==> src/rtl/rom_ctrl_pkg.sv <==
// Shared ROM-controller definitions: the hash feeder's sparse state
// encoding and a small width helper.
package rom_ctrl_pkg;

    // Every pair of codes below differs in at least 3 bits. A single flipped
    // state bit therefore never lands on another legal state.
    localparam int FeederStateWidth = 6;

    typedef enum logic [FeederStateWidth-1:0] {
        FeederFwd     = 6'b000111,
        FeederTop     = 6'b011001,
        FeederWaitDig = 6'b101010,
        FeederDone    = 6'b110100,
        FeederInvalid = 6'b111111
    } feeder_state_e;

    // Bits needed to index 'value' entries. The result is never below 1.
    function automatic int vbits(input int value);
        return (value <= 1) ? 1 : $clog2(value);
    endfunction

endpackage

==> src/rtl/prim_sparse_fsm_flop.sv <==
// State register for sparse-encoded FSMs. The encoding is kept as a plain
// vector so that the owner can decode illegal values explicitly.
module prim_sparse_fsm_flop #(
    parameter int               Width      = 6,
    parameter logic [Width-1:0] ResetValue = '0
) (
    input  logic             clk_i,
    input  logic             rst_ni,
    input  logic [Width-1:0] state_i,
    output logic [Width-1:0] state_o
);

    // Plain state flop; reset returns the FSM to its start encoding.
    always_ff @(posedge clk_i or negedge rst_ni) begin
        if (!rst_ni) begin
            state_o <= ResetValue;
        end else begin
            state_o <= state_i;
        end
    end

endmodule

==> src/rtl/rom_ctrl_hash_feeder.sv <==
// Feeds the non-top ROM words to KMAC and captures the top words as the
// expected digest. It then compares that digest with the one KMAC returns.
// Any protocol violation parks the FSM in a sticky alert state.
module rom_ctrl_hash_feeder
    import rom_ctrl_pkg::*;
#(
    parameter int  RomDepth    = 16,
    parameter int  RomTopCount = 2,
    parameter int  DataWidth   = 32,
    localparam int AW          = vbits(RomDepth),
    localparam int DigestWidth = RomTopCount * DataWidth
) (
    input  logic                   clk_i,
    input  logic                   rst_ni,
    input  logic                   rom_vld_i,
    output logic                   rom_rdy_o,
    input  logic [DataWidth-1:0]   rom_data_i,
    input  logic [AW-1:0]          rom_addr_i,
    input  logic                   rom_last_nontop_i,
    output logic                   kmac_valid_o,
    input  logic                   kmac_ready_i,
    output logic [DataWidth-1:0]   kmac_data_o,
    output logic                   kmac_last_o,
    input  logic                   kmac_done_i,
    input  logic [DigestWidth-1:0] kmac_digest_i,
    input  logic                   kmac_err_i,
    output logic [DigestWidth-1:0] exp_digest_o,
    output logic [DigestWidth-1:0] digest_o,
    output logic                   done_o,
    output logic                   match_o,
    output logic                   alert_o
);

    // First address of the digest region at the top of the ROM.
    localparam logic [AW-1:0] TopStartAddr = AW'(RomDepth - RomTopCount);
    localparam logic [AW-1:0] TopLastIdx   = AW'(RomTopCount - 1);

    feeder_state_e              state_d, state_q;
    logic [FeederStateWidth-1:0] state_raw;
    logic [DigestWidth-1:0]     exp_digest_d, exp_digest_q;
    logic [DigestWidth-1:0]     digest_d, digest_q;
    logic                       match_d, match_q;
    logic [AW-1:0]              top_idx;
    logic                       in_top_region;
    logic                       fault;

    assign in_top_region = (rom_addr_i >= TopStartAddr);
    assign top_idx       = rom_addr_i - TopStartAddr;

    prim_sparse_fsm_flop #(
        .Width      (FeederStateWidth),
        .ResetValue (FeederFwd)
    ) u_state_regs (
        .clk_i   (clk_i),
        .rst_ni  (rst_ni),
        .state_i (state_d),
        .state_o (state_raw)
    );

    assign state_q = feeder_state_e'(state_raw);

    // Next-state, capture/compare and handshake outputs.
    always_comb begin
        state_d      = state_q;
        exp_digest_d = exp_digest_q;
        digest_d     = digest_q;
        match_d      = match_q;
        rom_rdy_o    = 1'b0;
        kmac_valid_o = 1'b0;
        kmac_data_o  = '0;
        kmac_last_o  = 1'b0;
        done_o       = 1'b0;
        match_o      = 1'b0;
        alert_o      = 1'b0;
        fault        = 1'b0;

        unique case (state_q)
            FeederFwd: begin
                // Zero-latency pass-through of the message words.
                kmac_valid_o = rom_vld_i;
                kmac_data_o  = rom_data_i;
                kmac_last_o  = rom_last_nontop_i;
                rom_rdy_o    = kmac_ready_i;
                if (rom_vld_i && in_top_region) begin
                    fault = 1'b1;
                end else if (rom_vld_i && kmac_ready_i && rom_last_nontop_i) begin
                    state_d = FeederTop;
                end
                if (kmac_done_i || kmac_err_i) begin
                    fault = 1'b1;
                end
            end
            FeederTop: begin
                rom_rdy_o = 1'b1;
                if (rom_vld_i) begin
                    if (!in_top_region || (top_idx > TopLastIdx)) begin
                        fault = 1'b1;
                    end else begin
                        for (int i = 0; i < RomTopCount; i++) begin
                            if (top_idx == AW'(i)) begin
                                exp_digest_d[i*DataWidth +: DataWidth] = rom_data_i;
                            end
                        end
                        if (top_idx == TopLastIdx) begin
                            state_d = FeederWaitDig;
                        end
                    end
                end
                if (kmac_done_i || kmac_err_i) begin
                    fault = 1'b1;
                end
            end
            FeederWaitDig: begin
                if (kmac_err_i) begin
                    fault = 1'b1;
                end else if (kmac_done_i) begin
                    digest_d = kmac_digest_i;
                    match_d  = (kmac_digest_i == exp_digest_q);
                    state_d  = FeederDone;
                end
            end
            FeederDone: begin
                done_o  = 1'b1;
                match_o = match_q;
            end
            FeederInvalid: begin
                alert_o = 1'b1;
            end
            default: begin
                // Illegal encoding: flag it now and park in Invalid.
                alert_o = 1'b1;
                fault   = 1'b1;
            end
        endcase

        // A fault overrides any normal progress made in this cycle.
        if (fault) begin
            state_d      = FeederInvalid;
            exp_digest_d = exp_digest_q;
            digest_d     = digest_q;
            match_d      = match_q;
        end
    end

    // Captured expected digest, latched KMAC digest and compare result.
    always_ff @(posedge clk_i or negedge rst_ni) begin
        if (!rst_ni) begin
            exp_digest_q <= '0;
            digest_q     <= '0;
            match_q      <= 1'b0;
        end else begin
            exp_digest_q <= exp_digest_d;
            digest_q     <= digest_d;
            match_q      <= match_d;
        end
    end

    assign exp_digest_o = exp_digest_q;
    assign digest_o     = digest_q;

    // A completed check and an alert are mutually exclusive.
    a_done_alert_excl: assert property (@(posedge clk_i) disable iff (!rst_ni)
        !(done_o && alert_o));

    // Completion is sticky until reset.
    a_done_sticky: assert property (@(posedge clk_i) disable iff (!rst_ni)
        done_o |=> done_o);

    // Upstream must hold a stalled word stable. An alerted feeder no longer
    // cares about upstream, so this check is skipped in Invalid.
    a_rom_stable: assert property (@(posedge clk_i) disable iff (!rst_ni)
        (rom_vld_i && !rom_rdy_o && (state_q != FeederInvalid))
        |=> $stable({rom_vld_i, rom_addr_i, rom_data_i, rom_last_nontop_i}));

endmodule
==> config.mk <==
export PLATFORM = sky130hd
export DESIGN_NAME = rom_ctrl_hash_feeder
export DESIGN_NICKNAME = d
export VERILOG_FILES = /design/src/rtl/rom_ctrl_pkg.sv /design/src/rtl/prim_sparse_fsm_flop.sv /design/src/rtl/rom_ctrl_hash_feeder.sv
export SDC_FILE = /design/constraint.sdc
export NUM_CORES = 1
export LEC_CHECK = 0
export BUFFER_PORTS_ARGS = -buffer_cell sky130_fd_sc_hd__buf_2
export CORE_ASPECT_RATIO = 0.9
export CORE_MARGIN = 2
export CORE_UTILIZATION = 43
export CTS_BUF_LIST = sky130_fd_sc_hd__clkbuf_16
export DETAILED_ROUTE_END_ITERATION = 10
export HOLD_SLACK_MARGIN = 0.1
export PLACE_DENSITY_LB_ADDON = 0.3
export SYNTH_ARGS = -nofsm -noshare
export SYNTH_HDL_FRONTEND = slang
export SYNTH_SLANG_ARGS = --single-unit
==> constraint.sdc <==
create_clock -name clk_i -period 2.1 [get_ports clk_i]
set_clock_uncertainty 0.1 [all_clocks]
set_input_delay 0.42 -clock clk_i [delete_from_list [all_inputs] [get_ports clk_i]]
set_output_delay 0.42 -clock clk_i [all_outputs]
set_load 0.05 [all_outputs]
==> flow_summary.yaml, run 1 <==
status:
  outcome: "finished, violations left"
  violations: "negative setup slack"
global_routing:
  antenna_found_initial: 0
  grt_overflow: 0
  grt_pass1_vias: 5446
  grt_max_degree: 62
  grt_pass1_wl_um: 30100
  grtUsageTotal: 0.259
routing:
  viasPerCell: 5.36
  drt_iter0_drc: 287
  routedWlPerCell_um: 21.6
  vias: 5329
  wl_um: 21500
  drt_first_pass_iters: 5
  drc: 0
  ant_nets: 0
critical_path:
  path_class: "flop to primary output"
  slowest_delay_ns: 0.57
  crit_arrival_ns: 1.95
  crit_fanout: 4
  cp_cell_sequence: "and4bb_2 -> and2_4 -> or2_4 -> nor3_2 -> buf_6"
  worstSetupStartpointType: "flop"
  crit_required_ns: 1.58
  r2r_slack_ns: -0.15
  cp-end-kind: "primary output"
  cpMaxStageDelayCell: "dfstp_2"
floorplan:
  start_util: 0.442
  ios: 273
  dieArea_um2: 15500
  row_count: 41
  die_w_um: 131
  coreArea_um2: 14100
  die_h_um: 118
logic_synthesis:
  synth_ff_type: "dfrtp_1"
  async_flop_share: 1.00
  synthMuxAreaShare: 0.229
  synth_top_area_cell: "dfrtp_1"
  ys_ff_latch: 135
  yosysWarnings: 0
  synth_top_family_by_area: "multiplexers"
  synth_top_area_share: 0.529
  synth_compound_area_frac: 0.0253
  synth_adder_area_share: 0.00200
  syn_nets: 577
  synth.avg_cell_area_um2: 13.3
  synth_cell_types: 43
  synth_edf_count: 0
  syn-cell-area_um2: 6240
  synthCells: 469
  synth-seq-area-share: 0.542
  synth-xor-area-share: 0.0828
  synth_area_leaders: "dfrtp_1 53%, mux2_2 18%, xnor2_1 5.8%, mux2_1 4.9%, and3_1 3.2%"
  yosys.area_share.simple: 0.0938
clocking:
  clock-root-buffer: "clkbuf_16"
  clkTransAtPathRegs_ns: 0.06
  cts_tree: "built"
  numClockSinks: 135
  cts_buffers: 17
  clk_path_buf_depth: 2
  clock_latency_ns: 0.42
  h-tree-depth: 4
finish:
  multi_input_area_um2: 3110
  utilization: 0.686
  regArea_um2: 3380
  fin_nets: 899
  fill_cells: 1020
  post_layout_nonfiller_instances: 995
  drive_above_1_share: 0.661
  antenna_cells: 0
  area_delta_synth_final_pct: 55.0
timing:
  fmax_ghz: 0.406
  rsz0062_at_grt: "true"
  tightest_slew_ns: 0.610
  hold_violations: 0
  finalCriticalPeriod_ns: 2.47
  fin_crit_sh: 1.17
  setup_viol: 129
  timing.hold.ws_ns: 0.149
  fin_ws_ns: -0.366
  timing.final.max_slew_violations: 0
  max_slew_margin: 0.589
power:
  worst_ir_drop_vdd_mv: 0.514
  powerDensity_nw_per_um2: 593
  finalPower_w: 0.00573
  p_leak_nw: 5.35
placement:
  place_congestion: 0.871
  post-place-ws_ns: -0.265
  io_buffers: 272
  hpwl_um: 14400
  dp_cells: 943
min_path:
  min_path_type: "input port to flop"
flow_run:
  cap_violations: 0
-- cells by family after synthesis --
group                    after synthesis
buffers and inverters                 31
XOR/XNOR                              59
AO/OA/AOI/OAI                         20
AND/OR/NAND/NOR                       96
multiplexers                         127
adder cells (fa/ha/maj)                1
flip-flops                           135
-- synthesized netlist by cell type, types with 2 or more instances --
cell type  number
dfrtp_1       132
mux2_2        100
xnor2_1        41
and3_1         32
mux2_1         27
xor2_1         18
nand4_1        14
buf_2          13
nand2_1        12
nor4_1          9
clkbuf_1        8
inv_1           8
nand3_1         5
o21ai_0         4
and3_2          3
dfstp_2         3
nand2b_1        3
nor2_1          3
a21o_2          2
a222oi_1        2
a22o_1          2
and2_1          2
and4bb_2        2
nor2b_1         2
nor3_1          2
o22ai_1         2
or2_1           2
-- critical path, delay by kind of cell, from the launching register on --
kind                   cells  cell delay [ns]
AND/OR/NAND/NOR            4             0.77
flip-flops                 1             0.57
buffers and inverters      1             0.18
-- per-stage QoR --
stage / TNS [ns] / cell area [um^2]
final: -16.99 / 9670
after global routing: -23.26 / 9670
after CTS: -10.92 / 9270
after detailed placement: -16.64 / 8180
after global placement: -14.37 / 8180
after floorplan: -2.55 / 6420
-- per-layer routing --
layer  vias up  track usage  part of all wire
li1       2335            -                 -
met1      2694        0.335              0.42
met2       259        0.426              0.49
met3        41       0.0598             0.065
met4         0       0.0864             0.020
met5         -            0                 0
-- sequential cells by signal, summed over array words and instances, names as in the netlist --
name	count
exp_digest_o	64
match_q	1
u_state_regs.state_o	6
digest_o	64
-- layout by cell type, fill, tap and decap left out, types with 10 or more instances in the layout --
cell         n
buf_2      233
dfrtp_1    131
mux2_2      83
mux2_4      42
xnor2_1     41
buf_8       27
buf_4       26
clkbuf_16   23
buf_6       23
and3_4      21
xor2_1      18
nand4_1     14
and3_1      13
nand2_1     11
inv_1       10
-- final timing paths --
check                                               startpoint                       end  cells after the start
setup / recovery           u_state_regs.state_o[0]$_DFFE_PN1P_                   alert_o                      5
hold / removal                               kmac_digest_i[51]  digest_o[51]$_DFFE_PN0P_                      2
setup reg to reg           u_state_regs.state_o[1]$_DFFE_PN1P_  digest_o[54]$_DFFE_PN0P_                      7
hold reg to reg                       digest_o[48]$_DFFE_PN0P_  digest_o[48]$_DFFE_PN0P_                      2
max in group asynchronous                               rst_ni  digest_o[42]$_DFFE_PN0P_                      3
min in group asynchronous                               rst_ni  digest_o[59]$_DFFE_PN0P_                      2
-- repair_timing --
item / in CTS / in global routing
resized for setup: 141 / 44
endpoints found under the setup margin: 44 / 170
buffers inserted: 10 / 3
hold buffers: 1 / 0
pin swaps: 16 / 12
gates cloned: 1 / 11
endpoints found under the hold margin: 34 / 0
-- final cells by class --
cell class                      count  share of cell area
Tap cell                          193              0.0250
Sequential cell                   135               0.350
Clock inverter                     13              0.0123
Timing Repair Buffer              325               0.245
Multi-Input combinational cell    304               0.321
Inverter                            8             0.00310
Clock buffer                       17              0.0440
-- report_power, final --
group          total [W]  internal, W  leakage, nW  switching [W]
sequential       0.00260      0.00260         1.86              0
clock            0.00280      0.00170        0.275        0.00110
combinational   0.000328     0.000137         3.21       0.000191
total            0.00573      0.00445         5.35        0.00129
No activity file was read; power rests on OpenSTA's default activity.
==> inputs of run 2 (changes only) <==
--- a/config.mk
+++ b/config.mk
@@ -6,9 +6,12 @@
 export NUM_CORES = 1
 export LEC_CHECK = 0
 export BUFFER_PORTS_ARGS = -buffer_cell sky130_fd_sc_hd__buf_2
+export CAP_MARGIN = 20
+export CELL_PAD_IN_SITES_DETAIL_PLACEMENT = 0
+export CELL_PAD_IN_SITES_GLOBAL_PLACEMENT = 1
 export CORE_ASPECT_RATIO = 0.9
 export CORE_MARGIN = 2
-export CORE_UTILIZATION = 43
+export CORE_UTILIZATION = 33
 export CTS_BUF_LIST = sky130_fd_sc_hd__clkbuf_16
 export DETAILED_ROUTE_END_ITERATION = 10
 export HOLD_SLACK_MARGIN = 0.1
==> flow_summary.yaml, run 2 (synthesis gave the netlist of run 1 again) <==
finish:
  final_common_cell: "buf_2"
  fill_cells: 1622
  drive_above_1_share: 0.672
  antenna_cells: 0
  most-common-layout-cells: "233 x buf_2, 132 x dfrtp_1, 75 x mux2_2, 51 x mux2_4, 41 x xnor2_1"
  area_delta_synth_final_pct: 60.1
  multi_input_area_um2: 3140
  design_area_um2: 9990
  utilization: 0.541
  fin_nets: 912
  regArea_um2: 3380
critical_path:
  cp_cell_sequence: "and4bb_2 -> and2_4 -> buf_4 -> nor3_4 -> buf_6"
  crit_arrival_ns: 1.92
  crit_required_ns: 1.58
  crit_fanout: 4
  path_class: "flop to primary output"
  slowest_delay_ns: 0.58
  cp-end-kind: "primary output"
  worstSetupStartpointType: "flop"
  cpMaxStageDelayCell: "dfstp_2"
routing:
  drc: 0
  vias: 5273
  routedWlPerCell_um: 21.6
  wl_um: 22900
  drt_iter0_drc: 208
  drt_first_pass_iters: 4
  viasPerCell: 4.97
  ant_nets: 0
timing:
  fin_tns_setup_ns: -29.68
  timing.hold.ws_ns: 0.143
  fin_crit_sh: 1.16
  setup_viol: 141
  fin_ws_ns: -0.339
  rsz0062_at_grt: "true"
  fmax_ghz: 0.410
  finalCriticalPeriod_ns: 2.44
  max_slew_margin: 0.643
  tightest_slew_ns: 0.531
  timing.final.max_slew_violations: 0
  hold_violations: 0
placement:
  place_congestion: 0.841
  hpwl_um: 15800
  io_buffers: 272
  postPlaceCellArea_um2: 8310
  post-place-ws_ns: -0.300
clocking:
  clk_path_buf_depth: 2
  numClockSinks: 135
  clock_latency_ns: 0.42
  cts_tree: "built"
  clock-root-buffer: "clkbuf_16"
  h-tree-depth: 4
  cts_buffers: 17
  clkTransAtPathRegs_ns: 0.07
floorplan:
  die_h_um: 134
  coreArea_um2: 18500
  start_util: 0.338
  die_w_um: 149
  ios: 273
  dieArea_um2: 20000
  row_count: 47
status:
  violations: "negative setup slack"
  outcome: "finished, violations left"
min_path:
  min_path_type: "input port to flop"
global_routing:
  grt_pass1_vias: 5264
  grtUsageTotal: 0.208
  grt_overflow: 0
  grt_max_degree: 50
  antenna_found_initial: 0
  grt_pass1_wl_um: 31200
power:
  worst_ir_drop_vdd_mv: 0.523
  power_switching_share: 0.244
  pwr-share-clk: 0.507
  power.share.sequential: 0.436
  powerDensity_nw_per_um2: 597
  combPwrFrac: 0.057
  p_leak_nw: 5.44
  intPower_w: 0.00451
  p_sw_w: 0.00146
flow_run:
  cap_violations: 0
[run 2: cell types whose count changed in the layout (fill, tap and decap cells not counted), moves of 2 or more]
cell        previous run  this run
clkinv_2               4         0
buf_6                 23        19
mux2_2                83        75
buf_8                 27        33
mux2_4                42        51
buf_4                 26        34
inv_6                  0         4
clkinv_4               1         3
clkinvlp_4             2         4
clkbuf_16             23        25
inv_1                 10         7
[run 2: layout make-up]
class                   instances  area share
flip-flops and latches        135       0.338
multi-input cells             304       0.314
inverters                       8     0.00300
well taps                     245      0.0307
clock buffers                  17      0.0426
repair buffers                338       0.254
clock inverters                15      0.0167
[run 2: metrics by stage]
step           power (W)  std cells
2_1_floorplan    0.00272        469
3_3_place_gp     0.00298       1003
3_5_place_dp     0.00298       1003
4_1_cts          0.00602       1041
5_1_grt          0.00617       1062
6_report         0.00597       1062
[run 2: worst max-delay path, delay by kind of cell, from the launching register on]
kind	cells	cell delay [ns]
and+or+nand+nor	3	0.59
DFF	1	0.58
buffers and inverters	2	0.33
[run 2: path summary, 6_finish.rpt]
kind	depth (start not counted)	slack [ns]	endpoint	startpoint
worst max-delay path	5	-0.34	alert_o	u_state_regs.state_o[1]$_DFFE_PN1P_
worst min-delay path	2	0.14	digest_o[55]$_DFFE_PN0P_	kmac_digest_i[55]
worst max register to register	9	-0.32	digest_o[45]$_DFFE_PN0P_	u_state_regs.state_o[1]$_DFFE_PN1P_
worst min register to register	2	0.38	digest_o[48]$_DFFE_PN0P_	digest_o[48]$_DFFE_PN0P_
max in group asynchronous	3	0.88	u_state_regs.state_o[0]$_DFFE_PN1P_	rst_ni
min in group asynchronous	2	0.39	digest_o[46]$_DFFE_PN0P_	rst_ni
[run 2: power by group through the flow]
| stage | sequential, W | combinational (W) | clock (W) |
|---|---|---|---|
| 2_1_floorplan | 0.00265 | 0.0000695 | 0 |
| 3_3_place_gp | 0.00265 | 0.000328 | 0 |
| 3_5_place_dp | 0.00265 | 0.000334 | 0 |
| 4_1_cts | 0.00260 | 0.000339 | 0.00308 |
| 5_1_grt | 0.00260 | 0.000374 | 0.00320 |
| 6_report | 0.00260 | 0.000343 | 0.00303 |
[run 2: repair_timing]
item	4_1_cts	5_1_grt
hold endpoints to repair	37	0
gates cloned	1	12
resized for setup	111	89
setup buffers	4	11
hold buffers	1	0
setup endpoints to repair	70	130
pin swaps	3	24
[run 2: routing by layer]
layer	part of all wire	GRT usage	up-vias
met3	0.059	0.0541	19
met1	0.46	0.282	2671
met2	0.48	0.334	217
met5	0	0	-
li1	-	-	2366
met4	0.0098	0.0529	0
==> inputs of run 3 (changes only) <==
--- a/config.mk
+++ b/config.mk
@@ -11,8 +11,8 @@
 export CELL_PAD_IN_SITES_GLOBAL_PLACEMENT = 1
 export CORE_ASPECT_RATIO = 0.9
 export CORE_MARGIN = 2
-export CORE_UTILIZATION = 33
-export CTS_BUF_LIST = sky130_fd_sc_hd__clkbuf_16
+export CORE_UTILIZATION = 34
+export CTS_BUF_LIST = sky130_fd_sc_hd__clkbuf_8
 export DETAILED_ROUTE_END_ITERATION = 10
 export HOLD_SLACK_MARGIN = 0.1
 export PLACE_DENSITY_LB_ADDON = 0.3
==> flow_summary.yaml, run 3 (synthesis gave the netlist of run 1 again) <==
status:
  outcome: "finished, violations left"
  violations: "negative setup slack"
global_routing:
  antenna_found_initial: 1
  grtUsageTotal: 0.222
  grt_pass1_vias: 5653
  grt_max_degree: 49
  grt_pass1_wl_um: 32800
  grt_overflow: 0
finish:
  final_common_cell: "buf_2"
  drive_above_1_share: 0.639
  most-common-layout-cells: "233 x buf_2, 132 x dfrtp_1, 80 x mux2_2, 39 x xnor2_1, 38 x buf_4"
  post_layout_nonfiller_instances: 1070
  fin_nets: 925
  area_delta_synth_final_pct: 56.1
  fill_cells: 1548
floorplan:
  coreArea_um2: 17800
  start_util: 0.351
  row_count: 46
  ios: 273
  dieArea_um2: 19500
  die_w_um: 147
  die_h_um: 133
power:
  powerDensity_nw_per_um2: 504
  p_leak_nw: 5.39
  power_switching_share: 0.255
  intPower_w: 0.00366
  pwr-share-clk: 0.399
  combPwrFrac: 0.072
  p_sw_w: 0.00125
  worst_ir_drop_vdd_mv: 0.335
  power.share.sequential: 0.529
  finalPower_w: 0.00491
clocking:
  h-tree-depth: 4
  clk_path_buf_depth: 2
  numClockSinks: 135
  clkTransAtPathRegs_ns: 0.08
  clock_latency_ns: 0.44
  cts_tree: "built"
  cts_buffers: 17
  clock-root-buffer: "clkbuf_8"
timing:
  setup_viol: 109
  finalCriticalPeriod_ns: 2.48
  rsz0062_at_grt: "true"
  timing.final.max_slew_violations: 0
  fmax_ghz: 0.403
  timing.hold.ws_ns: 0.134
  fin_tns_setup_ns: -21.50
  max_slew_margin: 0.641
  fin_ws_ns: -0.384
  fin_crit_sh: 1.18
  hold_violations: 0
  tightest_slew_ns: 0.539
min_path:
  min_from: "kmac_digest_i[40]"
  min_path_type: "input port to flop"
routing:
  wl_met2_um: 11100
  viasPerCell: 4.93
  drt_iter0_drc: 227
  wl_met3_um: 1420
  drc: 0
  wl_um: 22700
  routed.top_layer: "met4"
  vias: 5278
  drt_first_pass_iters: 4
  routedWlPerCell_um: 21.2
  drt-met1-wl_um: 9950
  ant_nets: 0
critical_path:
  reg2reg_from: "u_state_regs.state_o[1]$_DFFE_PN1P_"
  worstSetupStartpointType: "flop"
  path_class: "flop to primary output"
  crit_fanout: 6
  cp-startpoint: "u_state_regs.state_o[1]$_DFFE_PN1P_"
  crit_required_ns: 1.58
  slowest_delay_ns: 0.56
  cp_cell_sequence: "and4bb_4 -> buf_16 -> buf_8 -> and3_4 -> buf_8"
  cp-end-kind: "primary output"
  critical_path.most_common_cell: "buf_8"
  crit_arrival_ns: 1.96
  cpMaxStageDelayCell: "dfstp_2"
flow_run:
  cap_violations: 0
placement:
  io_buffers: 272
  dp_cells: 994
  place_congestion: 0.868
  hpwl_um: 15600
## run 3: routing by layer
layer / track usage / vias to the layer above
li1: - / 2381
met1: 0.285 / 2667
met2: 0.376 / 210
met3: 0.0541 / 20
met4: 0.0566 / 0
met5: 0 / -
## run 3: area by class of cell
| cell class | instances | area [um^2] | share of cell area |
|---|---|---|---|
| Multi-Input combinational cell | 304 | 3060 | 0.314 |
| Tap cell | 240 | 300 | 0.0308 |
| Antenna cell | 1 | 2.50 | 0.000257 |
| Inverter | 8 | 30.0 | 0.00308 |
| Timing Repair Buffer | 351 | 2610 | 0.268 |
| Clock inverter | 11 | 76.3 | 0.00784 |
| Clock buffer | 20 | 275 | 0.0283 |
| Sequential cell | 135 | 3380 | 0.347 |
## run 3: final timing paths
check / depth (start not counted) / end / slack [ns]
max: 5 / kmac_data_o[12] / -0.38
min: 2 / digest_o[40]$_DFFE_PN0P_ / 0.13
max reg2reg: 10 / u_state_regs.state_o[1]$_DFFE_PN1P_ / -0.33
min reg2reg: 1 / digest_o[53]$_DFFE_PN0P_ / 0.39
max in group asynchronous: 3 / u_state_regs.state_o[2]$_DFFE_PN1P_ / 0.85
min in group asynchronous: 2 / digest_o[33]$_DFFE_PN0P_ / 0.38
## run 3: stage by stage
step,area (um^2),utilization,worst slack [ns]
2_1_floorplan,6420,-,-0.264
3_3_place_gp,8290,0.466,-0.250
3_5_place_dp,8290,0.466,-0.288
4_1_cts,9350,0.526,-0.427
5_1_grt,9740,0.548,-0.459
6_report,9740,0.548,-0.384
## run 3: power groups by stage
stage / registers, W / clock network [W] / logic [W]
floorplan: 0.00265 / 0 / 0.0000695
global placement: 0.00265 / 0 / 0.000314
detailed placement: 0.00265 / 0 / 0.000323
CTS: 0.00260 / 0.00201 / 0.000350
global route: 0.00260 / 0.00212 / 0.000387
finish: 0.00260 / 0.00196 / 0.000353
## run 3: timing repair
item                                    CTS  global route
hold buffers                             17             0
hold endpoints to repair                 60             0
gates cloned                              3             7
endpoints found under the setup margin   83           129
resized for setup                       103            60
pin swaps                                 4            12
buffers inserted                         14             9
## run 3: critical path: cells and delay by family, from the launching register on
kind,cells,cell delay (ns)
buffers and inverters,3,0.41
flip-flops,1,0.56
AND/OR/NAND/NOR,2,0.54
